File: src/rtl/pipe_pkg.sv
// Shared types for the pipeline hazard unit: tracking entry, debug FSM states
// and forwarding select codes.
package pipe_pkg;

  // Widest register address the tracking entry can hold; REG_AW must not exceed it.
  localparam int TRK_AW = 16;

  typedef struct packed {
    logic              valid;
    logic [TRK_AW-1:0] waddr;
    logic              is_load;
  } trk_entry_t;

  typedef enum logic [1:0] {
    DBG_RUN  = 2'd0,
    DBG_HALT = 2'd1,
    DBG_STEP = 2'd2
  } dbg_state_t;

  localparam int FWD_RF  = 0;
  localparam int FWD_EXE = 1;
  localparam int FWD_MEM = 2;
  localparam int FWD_WB  = 3;

endpackage

File: src/rtl/hazard_match.sv
// One source operand: finds the youngest in-flight producer of the operand and
// flags a load whose data is not yet available.
import pipe_pkg::*;

module hazard_match #(
  parameter int REG_AW   = 5,
  parameter int DEPTH    = 3,
  parameter int LOAD_LAT = 1,
  parameter int FWD_W    = 2
) (
  input  trk_entry_t [DEPTH-1:0] trk,
  input  logic                   id_valid,
  input  logic                   src_used,
  input  logic [REG_AW-1:0]      src_addr,
  output logic [FWD_W-1:0]       fwd,
  output logic                   hazard
);

  logic [TRK_AW-1:0] src_ext;

  always_comb begin
    src_ext                = '0;
    src_ext[REG_AW-1:0]    = src_addr;
    fwd                    = FWD_W'(FWD_RF);
    hazard                 = 1'b0;
    if (id_valid && src_used && (src_addr != '0)) begin
      // Walk oldest to youngest so the youngest match is the one left standing.
      for (int k = DEPTH - 1; k >= 0; k--) begin
        if (trk[k].valid && (trk[k].waddr == src_ext)) begin
          fwd    = FWD_W'(k + 1);
          hazard = trk[k].is_load && (k < LOAD_LAT);
        end
      end
    end
    if (hazard) fwd = FWD_W'(FWD_RF);
  end

endmodule

File: src/rtl/pipe_hazard_unit.sv
// Forwarding/stall control for an in-order pipe with a tracked EXE..WB window.
// Define PIPE_DEBUG_EN to add the debug halt/single-step controller.
import pipe_pkg::*;

module pipe_hazard_unit #(
  parameter  int REG_AW   = 5,
  parameter  int DEPTH    = 3,
  parameter  int LOAD_LAT = 1,
  localparam int FWD_W    = $clog2(DEPTH + 1)
) (
  input  logic              clk,
  input  logic              rst,
  input  logic              id_valid,
  input  logic              id_rs_used,
  input  logic              id_rt_used,
  input  logic              id_wen,
  input  logic              id_is_load,
  input  logic [REG_AW-1:0] id_rs_addr,
  input  logic [REG_AW-1:0] id_rt_addr,
  input  logic [REG_AW-1:0] id_waddr,
  input  logic              mem_busy,
  input  logic              cnt_clr,
`ifdef PIPE_DEBUG_EN
  input  logic              debug_en,
  input  logic              debug_step,
`endif
  output logic [FWD_W-1:0]  fwd_a,
  output logic [FWD_W-1:0]  fwd_b,
  output logic              stall,
  output logic              if_en,
  output logic              id_en,
  output logic              exe_rst,
  output logic              back_en,
  output logic [15:0]       stall_cnt
);

  trk_entry_t [DEPTH-1:0] trk;
  trk_entry_t             id_entry;
  logic                   freeze;
  logic                   hazard_a;
  logic                   hazard_b;
  logic [15:0]            cnt_q;

`ifdef PIPE_DEBUG_EN
  dbg_state_t dbg_state;
  dbg_state_t dbg_next;
  logic       step_q;

  always_ff @(posedge clk or posedge rst) begin
    if (rst) begin
      dbg_state <= DBG_RUN;
      step_q    <= 1'b0;
    end else begin
      dbg_state <= dbg_next;
      step_q    <= debug_step;
    end
  end

  always_comb begin
    dbg_next = dbg_state;
    case (dbg_state)
      DBG_RUN:  if (debug_en) dbg_next = DBG_HALT;
      DBG_HALT: begin
        if (!debug_en)                dbg_next = DBG_RUN;
        else if (debug_step && !step_q) dbg_next = DBG_STEP;
      end
      DBG_STEP: dbg_next = debug_en ? DBG_HALT : DBG_RUN;
      default:  dbg_next = DBG_RUN;
    endcase
  end

  assign freeze = mem_busy || (dbg_state == DBG_HALT);
`else
  assign freeze = mem_busy;
`endif

  always_comb begin
    id_entry                    = '0;
    id_entry.valid              = id_valid && id_wen && (id_waddr != '0);
    id_entry.waddr[REG_AW-1:0]  = id_waddr;
    id_entry.is_load            = id_is_load;
  end

  hazard_match #(.REG_AW(REG_AW), .DEPTH(DEPTH), .LOAD_LAT(LOAD_LAT), .FWD_W(FWD_W)) u_match_rs (
    .trk      (trk),
    .id_valid (id_valid),
    .src_used (id_rs_used),
    .src_addr (id_rs_addr),
    .fwd      (fwd_a),
    .hazard   (hazard_a)
  );

  hazard_match #(.REG_AW(REG_AW), .DEPTH(DEPTH), .LOAD_LAT(LOAD_LAT), .FWD_W(FWD_W)) u_match_rt (
    .trk      (trk),
    .id_valid (id_valid),
    .src_used (id_rt_used),
    .src_addr (id_rt_addr),
    .fwd      (fwd_b),
    .hazard   (hazard_b)
  );

  assign stall   = hazard_a || hazard_b;
  assign if_en   = !freeze && !stall;
  assign id_en   = !freeze && !stall;
  assign exe_rst = stall && !freeze;
  assign back_en = !freeze;

  // A stalled ID slot enters EXE as a bubble while older entries keep moving.
  always_ff @(posedge clk or posedge rst) begin
    if (rst) begin
      trk <= '0;
    end else if (!freeze) begin
      trk[0] <= stall ? '0 : id_entry;
      for (int i = 1; i < DEPTH; i++) trk[i] <= trk[i-1];
    end
  end

  always_ff @(posedge clk or posedge rst) begin
    if (rst)                                      cnt_q <= '0;
    else if (cnt_clr)                             cnt_q <= '0;
    else if (stall && !freeze && (cnt_q != 16'hFFFF)) cnt_q <= cnt_q + 16'd1;
  end

  assign stall_cnt = cnt_q;

endmodule

File: config.mk
export PLATFORM = sky130hd
export DESIGN_NAME = pipe_hazard_unit
export DESIGN_NICKNAME = d
export VERILOG_FILES = /design/src/rtl/pipe_pkg.sv /design/src/rtl/hazard_match.sv /design/src/rtl/pipe_hazard_unit.sv
export SDC_FILE = /design/constraint.sdc
export NUM_CORES = 1
export LEC_CHECK = 0
export ABC_CLOCK_PERIOD_IN_PS = 4800
export BUFFER_PORTS_ARGS = -buffer_cell sky130_fd_sc_hd__buf_2
export CORE_MARGIN = 2
export CORE_UTILIZATION = 36
export CTS_BUF_LIST = sky130_fd_sc_hd__clkbuf_16
export CTS_CLUSTER_SIZE = 8
export DETAILED_ROUTE_END_ITERATION = 10
export PLACE_DENSITY = 0.62
export SLEW_MARGIN = 20
export SYNTH_ARGS = -nofsm -noshare
export SYNTH_HDL_FRONTEND = slang
export SYNTH_SLANG_ARGS = --single-unit
File: constraint.sdc
create_clock -name clk -period 4.8 [get_ports clk]
set_clock_uncertainty 0.05 [all_clocks]
set_input_delay 0.48 -clock clk [delete_from_list [all_inputs] [get_ports clk]]
set_output_delay 0.48 -clock clk [all_outputs]
set_load 0.02 [all_outputs]
==> results of run 1 <==
==> final cells by class <==
class | count | area, sq um
clock buffers | 5 | 125
clock inverters | 3 | 43.8
fillers | 629 | 3550
inverters | 12 | 45.0
multi-input cells | 178 | 1290
flip-flops and latches | 35 | 876
well taps | 77 | 96.3
repair buffers | 49 | 248
==> power by group <==
group | switching (mW) | internal, mW | total (mW)
Combinational | 0.0577 | 0.0539 | 0.112
Sequential | 0.0304 | 0.316 | 0.346
Clock | 0.121 | 0.245 | 0.366
Total | 0.209 | 0.614 | 0.824
==> sequential cells by signal (all words and copies together) (netlist names) <==
name	count
stall_cnt	16
trk	19
==> worst reg2reg max path, stage by stage, from the launching register on <==
cell,delay [ps]
dfrtp_1,460
xnor2_1,200
nand4_1,190
o32a_1,730
nor4b_1,490
mux2_2,370
==> per-layer routing <==
metal  global-route usage [%]  up-vias  wire length, um
li1                         -      962                -
met1                     21.7      974             2590
met2                     27.2       55             2620
met3                     3.83        6              264
met4                     5.43        0               80
met5                        0        -                0
==> per-stage QoR <==
step	utilization (%)	cell area, sq um	hold slack, ps	power (mW)
6_report	43.5	2730	249	0.824
5_1_grt	43.5	2730	330	0.867
4_1_cts	43.5	2730	266	0.835
3_5_place_dp	40.8	2560	493	0.464
3_3_place_gp	40.8	2560	477	0.461
2_1_floorplan	-	2320	451	0.427
==> kinds of logic after synthesis <==
kind of cell	Yosys count	share of synthesized area, %
muxes	16	8.08
adders and majority gates	1	0.539
and+or+nand+nor	90	23.0
xor gates and xnor gates	30	11.6
AOI/OAI and AO/OA	41	12.6
buffers and inverters	27	6.52
DFF	35	37.7
==> Yosys cell counts (3+ instances only) <==
cell	number
a211oi_1	3
a21oi_1	11
buf_6	4
clkbuf_1	7
dfrtp_1	35
inv_1	12
mux2_2	14
nand2_1	16
nand3_1	13
nand4_1	11
nor2_1	11
nor2b_1	6
nor3_1	4
nor4_1	5
o211ai_1	3
o31ai_1	13
or3_1	3
or4_1	11
xnor2_1	13
xor2_1	16
==> worst max-delay path by stage <==
stage                              from            end  depth (start not counted)
after floorplan           id_rt_addr[3]          if_en                          7
after global placement    id_rt_addr[3]  stall_cnt[12]                          6
after detailed placement  id_rt_addr[3]   stall_cnt[8]                          6
final                     id_rs_addr[1]        exe_rst                          7
after global routing      id_rs_addr[1]        exe_rst                          7
after CTS                 id_rs_addr[1]        exe_rst                          7
==> qor.yml, run 1 <==
cp_slowest_cell: "or4_1"
hold_buffers: 0
grt_pass1_wl_mm: 9.62
avgSynthCellArea_sq_um: 9.68
synthesis.nets: 265
finalSetupViolations: 0
ios: 49
reg2reg_to: "stall_cnt[8]"
slowest_delay_ps: 560
rrSetupSlack_ps: 2200
slew_viol_final: 0
leakage_nw: 1.18
ir_drop_v: 0.000137
worst-path-buf-inv: 2
grt_max_degree: 36
reg2reg_from: "trk[2]"
power_density_nw_per_um2: 302
cp.required_ps: 4270
final_common_cell: "buf_2"
overflow: 0
drive_gt1_share_pct: 28.7
cts_tree: "yes"
numCtsBuffers: 5
hp-class: "in2async"
grt_pass1_vias: 2027
core_sq_um: 6280
yosys.area.top_type: "dfrtp_1"
ys_types: 42
path_class: "in2out"
area_growth_pct: 17.5
arrival_ps: 2250
gp_congestion: 0.867
yosysSeqAreaShare_pct: 37.7
htree_levels: 2
ant_nets: 0
fin_cells: 359
fin_crit_sh_pct: 57.9
synth_area_leaders: "dfrtp_1 38%, mux2_2 6.8%, xor2_1 6.0%"
path_cells: "buf_2 > or4_1 > o211ai_1 > nor3_1 > o21a_1 > and2_1 > buf_2"
ys_ff_latch: 35
fin_nets: 306
rows: 29
clk_latency_ps: 280
clockBufferDepth: 2
wl_per_cell_um: 15.5
cp_top_family: "simple AND/OR/NAND/NOR gates"
start_util_pct: 37.0
max_cap_violations: 0
worst_slack_ps: 2020
die-area_sq_um: 7110
synth_area_sq_um: 2320
firstDrtPassIters: 4
async_reset_ff_share_pct: 100
drc: 0
relSlewSlack_pct: 27.3
cpMostUsedCell: "buf_2"
clock_sink_count: 35
fmax_mhz: 360
end_kind: "output port"
dp_slack_ps: 1970
synth-edff-count: 0
place_inst: 351
dieHeight_um: 84.3
synth_top_area_share_pct: 37.7
worstMarginPinSlew_ps: 1090
routed_wl_mm: 5.56
syn_inst: 240
cts_resized: 0
synth_flop_cell: "dfrtp_1"
final_cell_mix: "48 x buf_2, 35 x dfrtp_1, 16 x nand2_1, 16 x xor2_1, 14 x mux2_2"
antenna_found_initial: 0
grt.total_usage_pct: 16.6
r2r_cells: 5
routed_via_density: 5.56
rsz0062_at_grt: "false"
outcome: "completed"
drt_iter0_drc: 65
diodes: 0
postCtsSetupBuffers: 0
crit_path_start_kind: "primary input"
critPathMaxFanout: 10
final_hold_viol_count: 0
dp_hpwl_mm: 4.08
cts_root_buf: "clkbuf_16"
vias: 1997
setup_tns_ps: 0
clkTransAtPathRegs_ps: 50
yosys_warnings: 0
placement.io_buffers: 48
die_width_um: 84.3
fin_crit_ps: 2780
Power figures use the tool's default switching activity.
==> inputs of run 2 (changes only) <==
--- a/config.mk
+++ b/config.mk
@@ -5,7 +5,7 @@
 export SDC_FILE = /design/constraint.sdc
 export NUM_CORES = 1
 export LEC_CHECK = 0
-export ABC_CLOCK_PERIOD_IN_PS = 4800
+export ABC_CLOCK_PERIOD_IN_PS = 2600
 export BUFFER_PORTS_ARGS = -buffer_cell sky130_fd_sc_hd__buf_2
 export CORE_MARGIN = 2
 export CORE_UTILIZATION = 36
==> constraint.sdc (replaced) <==
create_clock -name clk -period 2.6 [get_ports clk]
set_clock_uncertainty 0.05 [all_clocks]
set_input_delay 0.26 -clock clk [delete_from_list [all_inputs] [get_ports clk]]
set_output_delay 0.26 -clock clk [all_outputs]
set_load 0.02 [all_outputs]
==> run 2 against run 1 <==
  * Worst setup slack worse by 1800 ps
  * Cell count up 1.1%
  * Sequential share of layout area down 0.16 points
  * Sequential power up 84%
  * Non-clock buffer count up 4
  * Die area unchanged
  * Cell area up 0.50%
  * Hold slack worse by 220 ps
  * Flip-flop and latch count unchanged
==> qor.yml, run 2 (same netlist as run 1, synthesis figures left out) <==
wl_met3_um: 296
outcome: "completed"
utilization_pct: 43.7
reg2reg_from: "trk[4]"
path_cells: "xor2_1 > nor4_1 > nand3_1 > or3b_2 > a21oi_1 > buf_2"
clockBufferDepth: 2
power_density_nw_per_um2: 515
drc: 0
worstMarginPinSlew_ps: 513
ios: 49
final_common_cell: "buf_2"
crit_path_start_kind: "flop"
grt.total_usage_pct: 15.5
area_growth_pct: 18.1
place_inst: 355
placement.io_buffers: 48
end_kind: "output port"
numCtsBuffers: 5
dr_wl_met2_mm: 2.62
critPathMaxFanout: 3
clkTransAtPathRegs_ps: 50
wl_met1_mm: 2.54
ant_nets: 0
fmax_mhz: 414
dp_hpwl_mm: 4.12
grt_max_degree: 36
grt_pass1_vias: 1876
cts_resized: 0
max_cap_violations: 0
cts_tree: "yes"
path_class: "reg2out"
drt_iter0_drc: 91
final_hold_viol_count: 0
htree_levels: 2
vias: 1978
diodes: 0
dieHeight_um: 84.3
relSlewSlack_pct: 65.5
top_register: "trk"
ir_drop_v: 0.000299
postCtsSetupBuffers: 0
antenna_found_initial: 0
finalSetupViolations: 0
die-area_sq_um: 7110
fin_nets: 310
drive_gt1_share_pct: 29.0
whs_ps: 27.2
hp-class: "in2async"
fin_crit_ps: 2410
clk_latency_ps: 270
overflow: 0
arrival_ps: 2100
routed_via_density: 5.45
hold_buffers: 0
highest_layer: "met3"
die_width_um: 84.3
clock_sink_count: 35
gp_congestion: 0.891
final_cell_mix: "48 x buf_2, 35 x dfrtp_1, 16 x nand2_1, 16 x xor2_1, 14 x mux2_2"
largest_register_ffs: 19
fin_cells: 363
rows: 29
grt_pass1_wl_mm: 9.03
rsz0062_at_grt: "false"
routed_wl_mm: 5.46
cp.required_ps: 2290
fin_crit_sh_pct: 92.9
slowest_delay_ps: 450
slew_viol_final: 0
setup_tns_ps: 0
firstDrtPassIters: 4
total_power_mw: 1.41
start_util_pct: 37.0
cp_slowest_cell: "or3b_2"
cp-startpoint: "trk[39]"
leakage_nw: 1.19
core_sq_um: 6280
wl_per_cell_um: 15.0
cts_root_buf: "clkbuf_16"
==> run 2: cell types whose count changed in the layout (fill, tap and decap cells not counted), sizes merged <==
cell,change
clkinvlp,+1
buf,+4
bufinv,-1
==> run 2: path summary, 6_finish.rpt <==
path                                  to  slack [ps]  cells after the start
max in group asynchronous         trk[5]        2160                      3
min in group clk                  trk[4]         180                      3
setup reg to reg           stall_cnt[12]         310                      6
setup / recovery                fwd_b[0]         190                      6
hold / removal              stall_cnt[2]          30                      3
hold reg to reg                  trk[53]         530                      1
==> run 2: cell type report <==
| type | instances | area, sq um |
|---|---|---|
| Tap cell | 77 | 96.3 |
| Timing Repair Buffer | 53 | 290 |
| Clock buffer | 5 | 125 |
| Sequential cell | 35 | 876 |
| Clock inverter | 3 | 15.0 |
| Fill cell | 624 | 3530 |
| Multi-Input combinational cell | 178 | 1290 |
| Inverter | 12 | 45.0 |
==> run 2: worst max-delay path, delay by kind of cell (launching register included) <==
kind                      cells  cell delay (ps)
AOI/OAI and AO/OA             1              150
xor gates and xnor gates      1              180
buffers and inverters         1              180
DFF                           1              410
and+or+nand+nor               3              930
==> run 2: routing by layer <==
| metal | vias up | track usage, % |
|---|---|---|
| li1 | 965 | - |
| met1 | 955 | 20.3 |
| met2 | 58 | 26.1 |
| met3 | 0 | 4.03 |
| met4 | 0 | 2.64 |
| met5 | - | 0 |
==> run 2: where the power goes <==
group	leakage (nW)	switching (mW)	internal (mW)	total (mW)
clock	0.0649	0.216	0.348	0.564
combinational	0.667	0.108	0.104	0.212
sequential	0.458	0.0527	0.584	0.636
total	1.19	0.377	1.04	1.41
==> run 2: metrics by stage <==
step | worst slack [ps] | area, sq um
6_report | 186 | 2740
5_1_grt | 31.0 | 2740
4_1_cts | 164 | 2740
3_5_place_dp | 292 | 2600
3_3_place_gp | 297 | 2600
2_1_floorplan | 309 | 2320
